[config.mk]
export PLATFORM = sky130hd
export DESIGN_NAME = key_longpress_ctrl
export DESIGN_NICKNAME = d
export VERILOG_FILES = /design/src/rtl/key_ctrl_pkg.sv /design/src/rtl/key_channel.sv /design/src/rtl/key_longpress_ctrl.sv
export SDC_FILE = /design/constraint.sdc
export NUM_CORES = 1
export LEC_CHECK = 0
export ABC_CLOCK_PERIOD_IN_PS = 3800
export CORE_AREA = 2 2 134 136
export DETAILED_ROUTE_END_ITERATION = 6
export DIE_AREA = 0 0 136 138
export HOLD_SLACK_MARGIN = 0.08
export PLACE_DENSITY = 0.57
export SYNTH_ARGS = -nofsm -noshare
export SYNTH_HDL_FRONTEND = slang
export SYNTH_HIERARCHICAL = 1
export SYNTH_SLANG_ARGS = --single-unit
[constraint.sdc]
create_clock -name clk -period 3.8 [get_ports clk]
set_input_delay 0.38 -clock clk [delete_from_list [all_inputs] [get_ports clk]]
set_output_delay 0.38 -clock clk [all_outputs]
set_load 0.05 [all_outputs]
[src/rtl/key_ctrl_pkg.sv]
// key_ctrl_pkg: shared press-FSM encoding and 12 MHz default timing for key_longpress_ctrl
package key_ctrl_pkg;

  typedef enum logic [1:0] {
    IDLE    = 2'd0,
    PRESSED = 2'd1,
    LONG    = 2'd2
  } key_state_e;

  localparam int DEF_DEBOUNCE_CYC = 240000;
  localparam int DEF_LONG_CYC     = 36000000;
  localparam int DEF_REPEAT_CYC   = 2400000;

endpackage

[src/rtl/key_channel.sv]
// key_channel: one key: synchroniser, debounce, short/long press FSM, optional auto-repeat (KEY_REPEAT_EN)
module key_channel
  import key_ctrl_pkg::*;
#(
  parameter int DEBOUNCE_CYC = DEF_DEBOUNCE_CYC,
  parameter int LONG_CYC     = DEF_LONG_CYC,
  parameter int REPEAT_CYC   = DEF_REPEAT_CYC
) (
  input  logic clk,
  input  logic rst_n,
  input  logic key_n,
  output logic key_level,
  output logic short_pulse,
  output logic long_pulse,
  output logic long_active,
  output logic repeat_pulse
);

  localparam int DW = $clog2(DEBOUNCE_CYC + 1);
  localparam int HW = $clog2(LONG_CYC + 1);

  logic          sync1, sync2;
  logic [DW-1:0] db_cnt;
  logic [HW-1:0] hold;
  logic          at_long, short_nxt, long_nxt;
  key_state_e    state, nxt;

  // synchronise the inverted key and accept a level change only after DEBOUNCE_CYC disagreeing cycles
  always_ff @(posedge clk or negedge rst_n) begin
    if (!rst_n) begin
      sync1     <= 1'b0;
      sync2     <= 1'b0;
      db_cnt    <= '0;
      key_level <= 1'b0;
    end else begin
      sync1 <= ~key_n;
      sync2 <= sync1;
      if (sync2 != key_level) begin
        db_cnt    <= (db_cnt == DW'(DEBOUNCE_CYC - 1)) ? '0 : db_cnt + DW'(1);
        key_level <= (db_cnt == DW'(DEBOUNCE_CYC - 1)) ? ~key_level : key_level;
      end else begin
        db_cnt <= '0;
      end
    end
  end

  assign at_long = hold == HW'(LONG_CYC - 1);

  // state register, saturating hold counter and registered press outputs
  always_ff @(posedge clk or negedge rst_n) begin
    if (!rst_n) begin
      state       <= IDLE;
      hold        <= '0;
      short_pulse <= 1'b0;
      long_pulse  <= 1'b0;
      long_active <= 1'b0;
    end else begin
      state       <= nxt;
      hold        <= (state != PRESSED) ? '0 : (hold == HW'(LONG_CYC)) ? hold : hold + HW'(1);
      short_pulse <= short_nxt;
      long_pulse  <= long_nxt;
      long_active <= nxt == LONG;
    end
  end

  // next state; a release always takes priority over reaching the long threshold
  always_comb begin
    nxt = state == IDLE    ? (key_level ? PRESSED : IDLE)
        : state == PRESSED ? (!key_level ? IDLE : at_long ? LONG : PRESSED)
        : state == LONG    ? (key_level ? LONG : IDLE)
        : IDLE;
  end

  // pulse decode, registered above so no path from key_n reaches an output combinationally
  always_comb begin
    short_nxt = (state == PRESSED) && !key_level;
    long_nxt  = (state == PRESSED) && key_level && at_long;
  end

`ifdef KEY_REPEAT_EN
  localparam int RW = $clog2(REPEAT_CYC + 1);

  logic [RW-1:0] rep_cnt;
  logic          rep_hit;

  assign rep_hit = (state == LONG) && key_level && (rep_cnt == RW'(REPEAT_CYC - 1));

  // repeat period counter, running only while the key is held in LONG
  always_ff @(posedge clk or negedge rst_n) begin
    if (!rst_n) begin
      rep_cnt      <= '0;
      repeat_pulse <= 1'b0;
    end else begin
      rep_cnt      <= ((state == LONG) && key_level && !rep_hit) ? rep_cnt + RW'(1) : '0;
      repeat_pulse <= rep_hit;
    end
  end
`else
  logic unused_repeat;

  assign unused_repeat = ^REPEAT_CYC;
  assign repeat_pulse  = 1'b0;
`endif

endmodule

[src/rtl/key_longpress_ctrl.sv]
// key_longpress_ctrl: NUM_KEYS independent debounced short/long-press channels; auto-repeat with KEY_REPEAT_EN
module key_longpress_ctrl
  import key_ctrl_pkg::*;
#(
  parameter int NUM_KEYS     = 3,
  parameter int DEBOUNCE_CYC = DEF_DEBOUNCE_CYC,
  parameter int LONG_CYC     = DEF_LONG_CYC,
  parameter int REPEAT_CYC   = DEF_REPEAT_CYC
) (
  input  logic                clk,
  input  logic                rst_n,
  input  logic [NUM_KEYS-1:0] key_n,
  output logic [NUM_KEYS-1:0] key_level,
  output logic [NUM_KEYS-1:0] short_pulse,
  output logic [NUM_KEYS-1:0] long_pulse,
  output logic [NUM_KEYS-1:0] long_active,
  output logic [NUM_KEYS-1:0] repeat_pulse
);

  for (genvar g = 0; g < NUM_KEYS; g++) begin : g_ch
    key_channel #(
      .DEBOUNCE_CYC(DEBOUNCE_CYC),
      .LONG_CYC    (LONG_CYC),
      .REPEAT_CYC  (REPEAT_CYC)
    ) u_ch (
      .clk         (clk),
      .rst_n       (rst_n),
      .key_n       (key_n[g]),
      .key_level   (key_level[g]),
      .short_pulse (short_pulse[g]),
      .long_pulse  (long_pulse[g]),
      .long_active (long_active[g]),
      .repeat_pulse(repeat_pulse[g])
    );
  end

endmodule

==> summary.txt <==
Outcome
  – Outcome: finished clean

Place
  – Detailed Place HPWL: between 9 and 10 mm
  – Dpl cells: 987
  – Pre-CTS setup slack: 1640 ps
  – Buffers on Ports: 16
  – Routability congestion estimate: between 0.8 and 0.9

Synthesis
  – Post-synth EDFFs: 0
  – Mapped cell area: 0.00767 sq mm
  – Synth Instances: roughly 770
  – Largest area contributor in the netlist: dfrtp_1
  – Share of the synthesized area in the top cell type: between 50% and 60%
  – Distinct cells, synth: 52
  – Most common flop cell mapped by yosys: dfrtp_1
  – Commonest cells post-synth: 156 x dfrtp_1, 142 x nor2_1, 66 x xor2_1
  – Register bit count reported by yosys: approximately 160
  – Asr flop ratio synth: 100%
  – Cell with the most instances after synthesis: dfrtp_1
  – Syn_nets: around 800
  – Synth area leaders: dfrtp_1 51%, xor2_1 7.5%, nor2_1 6.9%
  – Ys Warns: 6
  – Syn_area_per_cell: 10.0 sq um
  – Seq/Total Area, Yosys: 50.9%

STA
  – Setup TNS: 0 ps
  – Final worst-path cycle share: around 57%
  – Endpoints failing setup: 0
  – Min Tclk post-route: 2150 ps
  – Final WS setup: between 1500 and 2000 ps
  – Fmax: 0.465 GHz
  – Slew Limit Headroom: 27.6%
  – Slew @ Worst Pin: 1090 ps
  – Final Hold Viols: 0
  – Clock skew: 25.1 ps
  – Unrepaired setup endpoints after global routing: no
  – Max-slew violations: 0

Worst setup path
  – Crit Path Class: reg -> reg
  – R2R depth: 5
  – Setup crit start kind: flip-flop
  – Crit. End Element: flip-flop
  – CP max FO: 13
  – Arrival time at the worst endpoint: around 2500 ps
  – Worst r2r dst: g_ch[0].u_ch/hold[19]
  – Reg2reg setup slack: around 1600 ps
  – Required @ worst endpoint: 4150 ps
  – Worst reg2reg startpoint: g_ch[0].u_ch/hold[2]

Clock network
  – # resized after CTS: 0
  – CTS Buf Count: 17
  – H-tree depth: 4
  – Clk sinks: 156
  – Clk Latency, worst-skew pair: 430 ps
  – CTS max path bufs: 2
  – Clock-pin slew of the registers on the worst-case setup and hold paths: 60 ps
  – Root Buffer: clkbuf_16
  – Buffer count from post-CTS setup fixing: 0
  – CTS tree: yes

GRT
  – Largest net degree at the start of global routing: 89
  – Vias in the first global route: 5277
  – GR Overflow Total: 0
  – Total track usage: 16.0%
  – First-pass GRT wire length: 24.6 mm
  – Initial antenna violation count: 0

Die
  – Die Width: roughly 140 um
  – Die area: 0.0188 sq mm
  – Initial Util: 43.7%
  – I/O Pins: 20
  – Die Height: roughly 140 um
  – Row count: 49
  – Core Area: approximately 0.018 sq mm

Drt
  – Residual DRC count: 0
  – Via count: about 5200
  – Routed wire length: 13.8 mm
  – Antenna viol nets, final: 0
  – DRT iter0 DRCs: approximately 400
  – DR pass1 iterations: 4
  – Routed WL per cell: 13.5 um
  – Avg Vias per Cell: slightly above 5

Final layout
  – Finished Layout Cells: approximately 1000
  – Nets: 792
  – Area grow syn2layout: 12.0%
  – Antenna Cells: 0
  – Fraction of layout cells with a size suffix above 1: 6.19%

Min path
  – Hold Path Stages: 0
  – Worst hold path type: reg -> reg
  – Hold Crit Endpoint: g_ch[0].u_ch/sync2
  – Hold Startpoint: g_ch[0].u_ch/sync1

Power
  – Cell Pwr Density: roughly 410 mW/mm^2
  – Static Leakage: 3.49 nW
  – Power, Total: 3.53 mW
  – Peak supply drop: 0.305 mV

Flow run
  – Max Cap Viol: 0
[timing repair]
item / 4_1_cts / 5_1_grt
hold buffers: 1 / 0
endpoints found under the hold margin: 87 / 0
setup endpoints to repair: 0 / 0
[power by group]
group,internal [mW],switching [mW],total [mW]
Clock,1.11,0.659,1.77
Combinational,0.0161,0.0542,0.0703
Sequential,1.67,0.0111,1.68
Total,2.80,0.724,3.53
[metal layers]
metal  GRT usage [%]  share of wire (%)
met1            21.0                 48
met2            25.3                 49
met3            4.29                1.9
met4            5.92                1.3
met5               0                  0
[kinds of logic after synthesis]
family                   count (synthesis)  synth area share [%]
AO/OA/AOI/OAI                           35                  2.76
buffers and inverters                   51                  3.59
adder cells (fa/ha/maj)                  9                  1.47
AND/OR/NAND/NOR                        397                  27.8
XOR/XNOR                               112                  12.8
multiplexers                             4                 0.538
flip-flops                             156                  50.9
other                                    3                 0.147
[cell type report]
| class | count | area (sq um) |
|---|---|---|
| fill | 1638 | 8950 |
| sequential | 156 | 3900 |
| tap | 229 | 287 |
| timing repair buffer | 19 | 199 |
| clock buffer | 21 | 450 |
| inverter | 24 | 90.1 |
| multi-input combinational | 560 | 3490 |
| clock inverter | 11 | 168 |
[how the worst max path moves through the flow]
| stage | depth (start not counted) | startpoint | end | slack (ps) |
|---|---|---|---|---|
| after floorplan | 6 | g_ch[0].u_ch/hold[8] | g_ch[0].u_ch/hold[19] | 1750 |
| after global placement | 5 | g_ch[0].u_ch/hold[2] | g_ch[0].u_ch/hold[19] | 1720 |
| after detailed placement | 5 | g_ch[0].u_ch/hold[2] | g_ch[0].u_ch/hold[19] | 1640 |
| after CTS | 5 | g_ch[0].u_ch/hold[2] | g_ch[0].u_ch/hold[19] | 1610 |
| after global routing | 5 | g_ch[0].u_ch/hold[2] | g_ch[0].u_ch/hold[19] | 1450 |
| final | 5 | g_ch[0].u_ch/hold[2] | g_ch[0].u_ch/hold[19] | 1650 |
[stage by stage]
| stage | hold slack, ps | util (%) | cell area (sq um) |
|---|---|---|---|
| after global routing | 356 | 49.0 | 8590 |
| after floorplan | 84.4 | - | 7670 |
| final | 352 | 49.0 | 8590 |
| after global placement | 334 | 45.4 | 7960 |
| after CTS | 355 | 49.0 | 8590 |
| after detailed placement | 340 | 45.4 | 7960 |
[placed cells by master (no fill, tap or decap), types with 6 or more instances in the layout]
cell type / instances
xnor2_1: 46
nor2_1: 142
nand2_1: 36
nor3_1: 23
nor4_1: 13
or3_1: 7
inv_1: 24
nand4_1: 42
ha_1: 9
nand2b_1: 10
clkdlybuf4s50_1: 15
and3_1: 23
xor2_1: 66
clkbuf_16: 17
and4_1: 9
nor2b_1: 6
o21ai_0: 6
a21oi_1: 13
dfrtp_1: 156
nand3_1: 44
[worst max-delay path, stage by stage, from the launching register on]
cell,delay (ps)
dfrtp_1,420
and4_1,250
nand4_1,420
or3_1,520
or4_1,400
nand2_1,80
[sequential cells by signal (all words and copies together), names as in the netlist]
name	count
g_ch.u_ch/long_pulse	3
g_ch.u_ch/sync2	3
g_ch.u_ch/long_active	3
g_ch.u_ch/hold	78
g_ch.u_ch/key_level	3
g_ch.u_ch/state	6
g_ch.u_ch/short_pulse	3
g_ch.u_ch/sync1	3
g_ch.u_ch/db_cnt	54
No activity file was read; power rests on OpenSTA's default activity.
